## config.mk

```make
export PLATFORM = sky130hd
export DESIGN_NAME = imm_decode_pipe
export DESIGN_NICKNAME = d
export VERILOG_FILES = /design/src/rtl/imm_decode_pipe.sv
export SDC_FILE = /design/constraint.sdc
export NUM_CORES = 1
export LEC_CHECK = 0
export CAP_MARGIN = 20
export CORE_AREA = 3 3 166 184
export CTS_BUF_LIST = sky130_fd_sc_hd__clkbuf_16
export DETAILED_ROUTE_END_ITERATION = 10
export DIE_AREA = 0 0 169 187
export PLACE_DENSITY = 0.59
export SYNTH_ARGS = -nofsm -noshare
export SYNTH_HDL_FRONTEND = slang
export SYNTH_SLANG_ARGS = --single-unit
```

## constraint.sdc

```tcl
create_clock -name clk -period 4.55 [get_ports clk]
set_input_delay 0.6825 -clock clk [delete_from_list [all_inputs] [get_ports clk]]
set_output_delay 0.6825 -clock clk [all_outputs]
set_load 0.02 [all_outputs]
```

## src/rtl/imm_decode_pipe.sv

```systemverilog
// imm_decode_pipe: registered immediate-generation stage between fetch and
// register-read. Classifies each instruction from its opcode, builds the
// XLEN-wide immediate, and sits behind a valid/ready handshake with a
// 2-entry skid buffer (output slot + skid entry). Synchronous flush.
// Optional feature macro: IMM_DECODE_ILLEGAL_EN adds a registered
// out_illegal flag for unknown opcodes or non-32-bit encodings.
module imm_decode_pipe #(
  parameter int XLEN  = 32,
  parameter int TAG_W = 32
) (
  input  logic             clk,
  input  logic             rst_n,
  input  logic             flush,
  input  logic             in_valid,
  output logic             in_ready,
  input  logic [31:0]      in_instr,
  input  logic [TAG_W-1:0] in_tag,
  output logic             out_valid,
  input  logic             out_ready,
  output logic [XLEN-1:0]  out_imm,
  output logic [2:0]       out_type,
  output logic [31:0]      out_instr,
  output logic [TAG_W-1:0] out_tag
`ifdef IMM_DECODE_ILLEGAL_EN
  ,
  output logic             out_illegal
`endif
);

  localparam logic [2:0] T_R = 3'd0;
  localparam logic [2:0] T_I = 3'd1;
  localparam logic [2:0] T_S = 3'd2;
  localparam logic [2:0] T_B = 3'd3;
  localparam logic [2:0] T_U = 3'd4;
  localparam logic [2:0] T_J = 3'd5;
  localparam logic [2:0] T_X = 3'd7;

  function automatic logic [2:0] decode_type(input logic [31:0] instr);
    logic [2:0] t;
    case (instr[6:0])
      7'b0010011, 7'b0000011, 7'b1100111, 7'b1110011: t = T_I;
      7'b0100011: t = T_S;
      7'b1100011: t = T_B;
      7'b0110111, 7'b0010111: t = T_U;
      7'b1101111: t = T_J;
      7'b0110011: t = T_R;
      default:    t = T_X;
    endcase
    return t;
  endfunction

  // Builds a 32-bit sign-extended immediate, then widens it to XLEN with
  // sign extension (U-type therefore sign-extends above bit 31 on RV64).
  function automatic logic signed [XLEN-1:0] decode_imm(input logic [31:0] instr,
                                                        input logic [2:0]  t);
    logic signed [31:0] v32;
    logic [5:0]         shamt;
    shamt = (XLEN == 64) ? instr[25:20] : {1'b0, instr[24:20]};
    v32   = '0;
    case (t)
      T_I: begin
        // Shift-immediates carry funct7 in the upper bits; only shamt counts.
        if (instr[6:0] == 7'b0010011 && instr[13:12] == 2'b01)
          v32 = {26'b0, shamt};
        else
          v32 = {{20{instr[31]}}, instr[31:20]};
      end
      T_S: v32 = {{20{instr[31]}}, instr[31:25], instr[11:7]};
      T_B: v32 = {{19{instr[31]}}, instr[31], instr[7], instr[30:25], instr[11:8], 1'b0};
      T_U: v32 = {instr[31:12], 12'b0};
      T_J: v32 = {{11{instr[31]}}, instr[31], instr[19:12], instr[20], instr[30:21], 1'b0};
      default: v32 = '0;
    endcase
    return XLEN'(v32);
  endfunction

  logic                    skid_full;
  logic                    accept;
  logic                    slot_free;
  logic [2:0]              type_p0;
  logic signed [XLEN-1:0]  imm_p0;
  logic [2:0]              skid_type;
  logic signed [XLEN-1:0]  skid_imm;
  logic [31:0]             skid_instr;
  logic [TAG_W-1:0]        skid_tag;
`ifdef IMM_DECODE_ILLEGAL_EN
  logic                    ill_p0;
  logic                    skid_ill;
`endif

  assign in_ready  = !skid_full;
  assign accept    = in_valid && in_ready;
  assign slot_free = !out_valid || out_ready;

  // Stage p0: combinational decode of the incoming instruction
  always_comb begin
    type_p0 = decode_type(in_instr);
    imm_p0  = decode_imm(in_instr, type_p0);
`ifdef IMM_DECODE_ILLEGAL_EN
    ill_p0  = (type_p0 == T_X) || (in_instr[1:0] != 2'b11);
`endif
  end

  // Output slot: refilled from the skid entry first, else straight from p0
  always_ff @(posedge clk) begin
    if (!rst_n) begin
      out_valid   <= 1'b0;
      out_imm     <= '0;
      out_type    <= '0;
      out_instr   <= '0;
      out_tag     <= '0;
`ifdef IMM_DECODE_ILLEGAL_EN
      out_illegal <= 1'b0;
`endif
    end else if (flush) begin
      out_valid <= 1'b0;
    end else if (slot_free) begin
      if (skid_full) begin
        out_valid   <= 1'b1;
        out_imm     <= skid_imm;
        out_type    <= skid_type;
        out_instr   <= skid_instr;
        out_tag     <= skid_tag;
`ifdef IMM_DECODE_ILLEGAL_EN
        out_illegal <= skid_ill;
`endif
      end else if (accept) begin
        out_valid   <= 1'b1;
        out_imm     <= imm_p0;
        out_type    <= type_p0;
        out_instr   <= in_instr;
        out_tag     <= in_tag;
`ifdef IMM_DECODE_ILLEGAL_EN
        out_illegal <= ill_p0;
`endif
      end else begin
        out_valid <= 1'b0;
      end
    end
  end

  // Skid occupancy: fills when the slot is stalled, empties when it drains
  always_ff @(posedge clk) begin
    if (!rst_n || flush)
      skid_full <= 1'b0;
    else if (slot_free)
      skid_full <= 1'b0;
    else if (accept)
      skid_full <= 1'b1;
  end

  // Skid payload: captured only when an accepted entry cannot reach the slot
  always_ff @(posedge clk) begin
    if (accept && !slot_free) begin
      skid_imm   <= imm_p0;
      skid_type  <= type_p0;
      skid_instr <= in_instr;
      skid_tag   <= in_tag;
`ifdef IMM_DECODE_ILLEGAL_EN
      skid_ill   <= ill_p0;
`endif
    end
  end

endmodule

```

; After elaboration in Yosys (flattened, before gate mapping)
; Cells that the tools add are included.
[classes]
addsub = 0
n_mul = 0
div = 0
magnitude_cmp = 0
eq_ne = 16
shift = 0
n_mux = 13
bitwise_logic = 2
n_reduce_logical = 15
[ops]
columns = op, count
row1 = two-way mux 32 bit, 7
row2 = one-hot mux 32 bit (5 select lines), 1
row3 = == test 7 bit (second input constant), 4
row4 = == test 7 x 6 -> 1 bit (second input constant), 3
row5 = one-hot mux 3 bit (6 select lines), 1
row6 = == test 7 x 5 -> 1 bit (second input constant), 2
row7 = == test 7 x 2 -> 1 bit (second input constant), 1
row8 = == test 3 x 2 -> 1 bit (second input constant), 2
row9 = == test 3 bit (second input constant), 2
row10 = two-way mux 3 bit, 2
row11 = OR reduction 2 bit, 3
row12 = logical NOT 1 bit, 4
row13 = OR reduction 4 bit, 1
row14 = == test 3 x 1 -> 1 bit (second input constant), 1
row15 = logical AND 1 bit, 3
row16 = AND reduction 3 bit, 1
row17 = == test 2 x 1 -> 1 bit (second input constant), 1
row18 = logical OR 1 bit, 2
row19 = two-way mux 1 bit, 2
row20 = NOT 1 bit, 2
row21 = nonzero test 2 bit, 1
[totals]
register_bits = 200
latch_bits = 0
ram_bits = 0
mem_bits_ro = 0
input_bits = 69
output_inout_bits = 101
word_cells = 56
memories = 0

; Logic depth before layout (Yosys ltp)
; Gate-level depths: netlist of the first run.
[depth]
word_depth = 7
depth_mapped = 8
ltp_nobuf = 5

; Worst setup path after synthesis of the first run
; OpenSTA, ideal clock, no wires.
[synth_path]
kind = reg2reg
startpoint = reg skid_full
endpoint = reg skid_imm[0] (enable)
setup_time_ns = 0.469
arrival_ns = 3.295
required_ns = 4.081
setup_slack_ns = 0.785
path_stages_with_launch = 5
path_buffers = 2
synth_period_minus_slack_ns = 3.765
path_cell_list = dfxtp_1 > buf_2 > inv_2 > clkbuf_1 > and3_1
[synth_between]
elab_chain_len = 3
[synth_lines]
columns = element, line_no
row1 = start: declaration, 77  ; logic skid_full;
row2 = start signal: assignment, 145  ; skid_full <= 1'b0;
row3 = start signal: assignment, 147  ; skid_full <= 1'b0;
row4 = start signal: assignment, 149  ; skid_full <= 1'b1;
row5 = logical NOT 1 bit, 91  ; assign in_ready = !skid_full;
row6 = via in_ready, 15  ; output logic in_ready,
row7 = logical AND 1 bit, 92  ; assign accept = in_valid && in_ready;
row8 = logical AND 1 bit, 154  ; if (accept && !slot_free) begin
row9 = end signal: assignment, 155  ; skid_imm <= imm_p0;
row10 = end: declaration, 83  ; logic signed [XLEN-1:0] skid_imm;
; The timed path passes the listed nets, and every way through them passes these cells.
; A chain may end at the register's enable or synchronous reset.

; Worst setup path after layout of the first run
[layout_path]
startpoint = reg skid_full
endpoint = out in_ready
[layout_between]
elab_chain_len = 1
[layout_lines]
columns = element, line_no
row1 = logical NOT 1 bit, 91
row2 = end: declaration, 15
; No other way between the ends.

==> metrics.txt, run 1 <==
Hold WC Path Type=reg -> reg; number of synthesized flops with an enable pin=99; Final Util=37.1%; register area=0.00500 mm2; syn_nets=742; via count=5,715; CP arrival=2320 ps; Multi-input gate area=0.00277 mm2; Final WS setup=1550 ps; Final nets=884; Tmin final=3000 ps; post-CTS setup buffers=0; initial antenna violation count=0; met2 Resource Use GR=21.0%; Slew Viols, Final=0; number of routed nets with antenna violations=0; Die H=187 um; critical path peak fanout=44; Total Wirelength=21,800 um; post-DP HPWL=14,000 um; Worst Max-Slew Pin Slew=898 ps; htree depth=4; Lkg Pwr=3.66 nW; Mapped Avg Cell Area=11.9 um2; RSZ-0062 raised after global routing=false; first-pass GRT wire length=33,700 um; Layout Area Growth over Synthesis=32.7%; residual overflow from global routing=0; wire per inst=18.3 um; Yosys warnings=0; Post-CTS Hold Fix Bufs=0; filler cell count=2,789; fin crit share=65.9%; router iterations before antenna repair=4; Rows=65; Top Usage Layer GRT=met2; CTS max path bufs=2; DRC viols=0; Async SR Flop Fraction=0%; gr usage total=13.7%; max incr delay on CP=830 ps; gpl congestion=0.735; endpoints failing hold=0; clk sink count=200; Chip Width=169 um; ant diodes=0; crit path capture type=output port; met1 Use GR=18.5%; Main synth FF type=dfxtp_1; port bufs=169; largest net degree at the start of global routing=111; die area=0.0316 mm2; PD cells=376 mW/mm2; mean number of vias per cell=4.78; vias in the first global route=5,611; Worst EP required=3870 ps; post-place setup slack=1180 ps; CORE AREA=0.0287 mm2; final setup fails=0; CTS tree=yes; layout cell share with drive strength beyond 1=7.73%; critical-path cell list=inv_2, clkdlybuf4s50_1; Yosys reg bits=200; DR iter-0 viols=345; Resize count post-CTS=0; M3 GR Usage=4.35%; clk root buf=clkbuf_16; status=completed; Syn Inst Count=673; fmax=0.334 GHz; Worst-path clk slew=90 ps; synthesized area=0.00803 mm2; VDD IR-drop max=0.165 mV; Top Ports=170; Setup Crit Path Kind=reg -> out; total CTS buffers=17; Synth cell types=50; final hold slack=461 ps; startpoint types=flop; Total Neg Setup Slack=0 ps; max-cap violation count=0; relative slew slack=40.1%; Starting Density=28.0%; Post-Route Skew=18.8 ps; slowest stage cell on the critical path=dfxtp_4; worst-skew pair later-pin latency=440 ps; register area share after synthesis=62.2%
==> area by class of cell <==
class	count	area share [%]
clock buffer	17	3.99
clock inverter	15	1.67
inverter	7	0.258
multi-input combinational	409	26.0
sequential	200	46.9
tap	368	4.32
timing repair buffer	180	16.9
==> report_power, final <==
group	total (mW)	internal (mW)	switching [mW]
combinational	0.463	0.210	0.253
clock	1.57	0.793	0.774
sequential	1.98	1.95	0.0315
total	4.01	2.95	1.06
==> cell families (layout without fill, tap and decap cells) <==
kind of cell | count (synthesis) | in the layout | synth area share (%)
flip-flops | 200 | 200 | 62.2
AO/OA/AOI/OAI | 171 | 171 | 15.9
XOR/XNOR | 1 | 1 | 0.109
multiplexers | 65 | 65 | 8.10
AND/OR/NAND/NOR | 172 | 172 | 10.2
buffers and inverters | 64 | 219 | 3.57
==> flip-flops by register name, indices dropped and copies added, names as in the netlist <==
register	cells
out_imm	32
out_instr	32
out_tag	32
skid_imm	32
skid_instr	32
skid_tag	32
out_type	3
skid_type	3
out_valid	1
skid_full	1
==> cell usage after synthesis, types with 2 or more instances <==
library cell	count	share of area, %
and3_1	13	1.0
a221oi_2	10	1.9
nor2b_1	3	0.23
edfxtp_1	99	37
nand3_1	7	0.44
a32oi_1	4	0.44
a31oi_1	3	0.23
or3_1	3	0.23
a211oi_1	65	6.1
nand2_1	43	2.0
buf_2	22	1.4
o2bb2ai_1	10	1.1
inv_2	2	0.093
nor3_1	5	0.31
nand2b_1	8	0.62
and2_1	9	0.70
dfxtp_1	101	25
inv_1	5	0.23
nor4_1	4	0.31
buf_6	2	0.28
clkbuf_1	31	1.4
mux2i_1	65	8.1
o211a_1	4	0.50
nor2_1	67	3.1
o21ai_1	7	0.44
o21ai_0	17	1.1
o211ai_1	2	0.19
a21oi_1	32	2.0
a211o_1	9	0.98
==> cell usage in the layout (no fill, tap or decap), drive strengths merged, types with 2 or more instances in the layout <==
| cell type | count |
|---|---|
| nand3 | 7 |
| a32oi | 4 |
| and3 | 13 |
| mux2i | 65 |
| o2bb2ai | 11 |
| edfxtp | 99 |
| a221oi | 11 |
| clkinv | 4 |
| a31oi | 3 |
| nand2b | 8 |
| o21ai | 24 |
| buf | 11 |
| inv | 15 |
| a211o | 9 |
| nor3 | 6 |
| clkinvlp | 2 |
| dfxtp | 101 |
| a21oi | 32 |
| nand2 | 43 |
| nor2 | 68 |
| nor4 | 4 |
| a211oi | 66 |
| o211ai | 2 |
| o211a | 4 |
| and2 | 10 |
| clkdlybuf4s50 | 169 |
| nor2b | 3 |
| or3 | 3 |
| clkbuf | 17 |
==> through the flow <==
stage | instances | cell area (um2) | power [mW]
floorplan | 673 | 8030 | 2.25
global placement | 1163 | 10000 | 2.48
detailed placement | 1164 | 10100 | 2.49
CTS | 1196 | 10700 | 4.07
global route | 1196 | 10700 | 4.18
finish | 1196 | 10700 | 4.01
==> metal layers <==
layer / part of all wire [%] / routed length [um]
met1: 47 / 10300
met2: 45 / 9920
met3: 6.2 / 1350
met4: 1.4 / 303
met5: 0 / 0
==> final timing paths <==
check	cells past startpoint	end	slack, ps	startpoint
min	2	out_type[0]	460	out_type[0]
min reg2reg	2	out_type[0]	460	out_type[0]
max reg2reg	5	out_imm[11]	1930	skid_full
max	2	in_ready	1550	skid_full
==> critical path: cells and delay by family (launching register included) <==
family	cells	cell delay (ps)
flip-flops	1	830
buffers and inverters	2	1020
No activity file was read; power rests on OpenSTA's default activity.
==> run 2: changes to the inputs <==
--- a/config.mk
+++ b/config.mk
@@ -10,7 +10,7 @@
 export CTS_BUF_LIST = sky130_fd_sc_hd__clkbuf_16
 export DETAILED_ROUTE_END_ITERATION = 10
 export DIE_AREA = 0 0 169 187
-export PLACE_DENSITY = 0.59
+export PLACE_DENSITY = 0.6
 export SYNTH_ARGS = -nofsm -noshare
 export SYNTH_HDL_FRONTEND = slang
 export SYNTH_SLANG_ARGS = --single-unit
==> constraint.sdc (replaced) <==
create_clock -name clk -period 2.7 [get_ports clk]
set_input_delay 0.405 -clock clk [delete_from_list [all_inputs] [get_ports clk]]
set_output_delay 0.405 -clock clk [all_outputs]
set_load 0.02 [all_outputs]
==> metrics.txt, run 2 (synthesis gave the netlist of run 1 again) <==
layout cell share with drive strength beyond 1=9.46% (+1.7 points); endpoints failing hold=0 (unchanged); Die H=187 um (unchanged); residual overflow from global routing=0 (unchanged); DR top layer=met4; Layout Area Growth over Synthesis=34.7%; startpoint types=flop; status=completed; DRC viols=0 (unchanged); PD cells=624 mW/mm2 (+66%); Critical Path End=in_ready; Slew Viols, Final=0 (unchanged); Post-Route Skew=16.2 ps (-2.60 ps); worst reg2reg startpoint=skid_full; fin cells=1,214 (+1.5%); Top Ports=170 (unchanged); RSZ-0062 raised after global routing=false; gr usage total=13.8% (+0.15 points); fin crit share=84.9%; metal2 WL=10,000 um (+0.95%); Final WS setup=409 ps (-1140 ps); worst-skew pair later-pin latency=430 ps (about the same); total CTS buffers=17 (unchanged); max incr delay on CP=690 ps (-140 ps); post-CTS setup buffers=0 (unchanged); VDD IR-drop max=0.346 mV (+110%); total power=6.75 mW (+68%); Register-to-Register Path Depth=3 (-2); DRT met1 WL=10,500 um (+2.0%); mean number of vias per cell=4.83 (+1.1%); DR iter-0 viols=338 (-2.0%); Setup Crit Path Kind=reg -> out; Worst-path clk slew=80 ps (about the same); slowest stage cell on the critical path=clkdlybuf4s50_1; die area=0.0316 mm2 (unchanged); gpl congestion=0.789 (+7.4%); Starting Density=28.0% (unchanged); Hold WC Path Type=reg -> reg; wire per inst=18.3 um (about the same); DR WL met3=1180 um (-13%); fmax=0.436 GHz; Post-CTS Hold Fix Bufs=0 (unchanged); relative slew slack=51.0% (+11 points); Lkg Pwr=3.76 nW (+2.7%); Total Neg Setup Slack=0 ps (unchanged); Crit. Startpoint=skid_full; ant diodes=0 (unchanged); post-place setup slack=89.3 ps (-1090 ps); crit path capture type=output port; Final nets=902 (+2.0%); port bufs=169 (unchanged); Rows=65 (unchanged); initial antenna violation count=0 (unchanged); r2r setup slk=880 ps (-1050 ps); Final Util=37.7% (+0.55 points); Reg-to-Reg End=skid_instr[9]; vias in the first global route=5,816 (+3.7%); via count=5,865 (+2.6%); commonest non-fill, non-tap cell in the layout=clkdlybuf4s50_1; CORE AREA=0.0287 mm2 (unchanged); post-DP HPWL=14,800 um (+6.0%); Placed Cells=1,182 (+1.5%); Resize count post-CTS=0 (unchanged); critical-path cell list=inv_2, clkdlybuf4s50_1; Worst EP required=2300 ps (-1570 ps); Chip Width=169 um (unchanged); first-pass GRT wire length=34,400 um (+1.9%); number of routed nets with antenna violations=0 (unchanged); Tmin final=2290 ps; clk root buf=clkbuf_16; htree depth=4 (unchanged); clk sink count=200 (unchanged); CTS max path bufs=2 (unchanged); commonest cells after routing, fill and taps aside=clkdlybuf4s50_1 (169), dfxtp_1 (100), edfxtp_1 (99), nor2_1 (67); CTS tree=yes; Worst Max-Slew Pin Slew=733 ps (-165 ps); max-cap violation count=0 (unchanged); final setup fails=0 (unchanged); largest net degree at the start of global routing=95 (-14%); router iterations before antenna repair=4 (unchanged); Total Wirelength=22,200 um (+1.5%); CP arrival=1890 ps (-430 ps); critical path peak fanout=22 (-50%)
==> run 2: cell count changes in the layout (fill, tap and decap cells not counted), moves of 2 or more <==
cell      change
buf_4        +16
inv_8         -3
buf_12        +3
clkinv_8      -2
==> run 2: routing by layer <==
| layer | track usage (%) | vias to the layer above |
|---|---|---|
| met3 | 4.02 | 21 |
| met4 | 4.50 | 0 |
| met1 | 19.0 | 2852 |
| li1 | - | 2841 |
| met5 | 0 | - |
| met2 | 21.0 | 151 |
==> run 2: final cells by class <==
| class | count | area (um2) |
|---|---|---|
| Clock buffer | 17 | 425 |
| Clock inverter | 15 | 166 |
| Fill cell | 2780 | 17900 |
| Inverter | 7 | 28.8 |
| Multi-Input combinational cell | 409 | 2770 |
| Sequential cell | 200 | 5000 |
| Tap cell | 368 | 460 |
| Timing Repair Buffer | 198 | 1970 |
==> run 2: how the worst min path moves through the flow <==
stage	start	endpoint	slack, ps	cells past startpoint
after floorplan	in_instr[0]	skid_instr[0]	500	0
after CTS	out_type[2]	out_type[2]	470	2
after global routing	out_imm[29]	out_imm[29]	500	2
after detailed placement	out_type[2]	out_type[2]	450	2
final	out_type[2]	out_type[2]	470	2
after global placement	out_type[2]	out_type[2]	450	2
==> run 2: worst max-delay path, delay by kind of cell (launching register included) <==
family                 cells  cell delay, ps
buffers and inverters      2            1030
flip-flops                 1             410
==> run 2: metrics by stage <==
step | hold slack [ps] | instance area (um2)
floorplan | 504 | 8030
global placement | 446 | 10200
detailed placement | 452 | 10200
CTS | 473 | 10800
global route | 505 | 10800
finish | 473 | 10800
==> run 2: power by group <==
part	switching, mW	internal (mW)
Clock	1.22	1.39
Combinational	0.436	0.373
Sequential	0.0528	3.28
Total	1.71	5.05
==> run 3: changes to the inputs <==
==> constraint.sdc (replaced) <==
create_clock -name clk -period 2 [get_ports clk]
set_input_delay 0.3 -clock clk [delete_from_list [all_inputs] [get_ports clk]]
set_output_delay 0.3 -clock clk [all_outputs]
set_load 0.02 [all_outputs]
==> metrics.txt, run 3 (synthesis gave the netlist of run 1 again) <==
gr usage total=13.8% (-0.021 points); max incr delay on CP=640 ps (-50 ps); Slew Viols, Final=0 (unchanged); CP arrival=1550 ps (-340 ps); Worst EP required=1700 ps (-600 ps); Total Neg Setup Slack=0 ps (unchanged); Total Wirelength=22,000 um (-0.62%); first-pass GRT wire length=34,300 um (-0.14%); RSZ-0062 raised after global routing=false; router iterations before antenna repair=5 (+1); residual overflow from global routing=0 (unchanged); slowest stage cell on the critical path=clkdlybuf4s50_1; total CTS buffers=17 (unchanged); status=completed; vias in the first global route=5,801 (-0.26%); max-cap violation count=0 (unchanged); relative slew slack=53.4% (+2.4 points); post-CTS setup buffers=0 (unchanged); DRC viols=0 (unchanged); die area=0.0316 mm2 (unchanged); VDD IR-drop max=0.431 mV (+25%); commonest non-fill, non-tap cell in the layout=clkdlybuf4s50_1; critical-path cell list=inv_2, clkdlybuf4s50_1; Worst Max-Slew Pin Slew=697 ps (-35.5 ps); Setup Crit Path Kind=reg -> out; Worst-path clk slew=80 ps (about the same); fin crit share=92.5%; layout cell share with drive strength beyond 1=14.3% (+4.9 points); port bufs=169 (unchanged); fmax=0.540 GHz; final instance area=0.0113 mm2 (+4.2%); final setup fails=0 (unchanged); CP bufs+invs=2 (unchanged); clk root buf=clkbuf_16; CORE AREA=0.0287 mm2 (unchanged); Top Ports=170 (unchanged); Chip Width=169 um (unchanged); initial antenna violation count=0 (unchanged); Tmin final=1850 ps; Lkg Pwr=4.04 nW (+7.5%); startpoint types=flop; clk sink count=200 (unchanged); Starting Density=28.0% (unchanged); PD cells=810 mW/mm2 (+30%); wire per inst=17.5 um (-4.4%); DP Area=0.0107 mm2 (+4.5%); ant diodes=0 (unchanged); htree depth=4 (unchanged); largest net degree at the start of global routing=57 (-40%); Final nets=950 (+5.3%); mean number of vias per cell=4.73 (-2.1%); commonest cells after routing, fill and taps aside=clkdlybuf4s50_1 (168), dfxtp_1 (100), edfxtp_1 (99), nor2_1 (67); CTS max path bufs=2 (unchanged); CTS tree=yes; critical path peak fanout=4 (-82%); Final Util=39.3% (+1.6 points); Die H=187 um (unchanged); Layout Area Growth over Synthesis=40.4%; Rows=65 (unchanged); Post-CTS Hold Fix Bufs=0 (unchanged); Hold WC Path Type=in -> reg; Post-Route Skew=12.1 ps (-4.05 ps); endpoints failing hold=0 (unchanged); crit path capture type=output port; DR iter-0 viols=386 (+14%); worst-skew pair later-pin latency=430 ps (about the same); Resize count post-CTS=1 (+1); delay-heaviest family, CP=buffers and inverters; via count=5,968 (+1.8%); gpl congestion=0.777 (-1.6%); number of routed nets with antenna violations=0 (unchanged); post-DP HPWL=15,200 um (+2.6%); filler cell count=2,787 (+0.25%)
## run 3: changes by cell type in the layout (fill, tap and decap cells not counted), sizes merged
| cell | before | now |
|---|---|---|
| clkdlybuf4s50 | 169 | 168 |
| clkinvlp | 2 | 0 |
| inv | 15 | 16 |
| clkinv | 3 | 4 |
| dlymetal6s2s | 0 | 1 |
| buf | 29 | 77 |
## run 3: worst paths after layout
| path | start | end | slack [ps] | depth (start not counted) |
|---|---|---|---|---|
| setup / recovery | skid_full | in_ready | 150 | 2 |
| hold / removal | in_instr[2] | skid_instr[2] | 420 | 2 |
| setup reg to reg | out_valid | out_instr[25] | 310 | 7 |
| hold reg to reg | out_type[0] | out_type[0] | 460 | 2 |
## run 3: power breakdown
part           internal [mW]  switching, mW
clock                   1.86           1.61
combinational          0.571          0.597
sequential              4.43         0.0702
total                   6.86           2.27
## run 3: area by class of cell
| class | instances | area, um2 | share of cell area, % |
|---|---|---|---|
| Clock buffer | 17 | 425 | 3.77 |
| Clock inverter | 15 | 153 | 1.35 |
| Inverter | 7 | 28.8 | 0.255 |
| Multi-Input combinational cell | 409 | 2770 | 24.6 |
| Sequential cell | 200 | 5000 | 44.3 |
| Tap cell | 368 | 460 | 4.08 |
| Timing Repair Buffer | 246 | 2430 | 21.6 |
## run 3: worst reg2reg max path, stage by stage, from the launching register on
cell and delay, ps:
dfxtp_1 320, nor2b_1 140, buf_4 130, nor3_2 210
buf_12 270, buf_4 230, nor2_1 60, a211oi_1 220
## run 3: per-layer routing
layer | vias to the layer above | global-route usage, % | wire (um)
li1 | 2934 | - | -
met1 | 2873 | 19.0 | 10300
met2 | 144 | 21.2 | 10000
met3 | 17 | 4.23 | 1420
met4 | 0 | 3.56 | 272
met5 | - | 0 | 0
## run 3: per-stage QoR
stage          total power, mW  instances  setup WS, ps  hold slack (ps)
6_report                  9.14       1262           150              416
3_5_place_dp              5.78       1230          -467              450
3_3_place_gp              5.76       1230          -453              448
5_1_grt                   9.53       1262          12.4              425
2_1_floorplan             5.11        673          13.6              399
4_1_cts                   9.27       1262          73.9              434
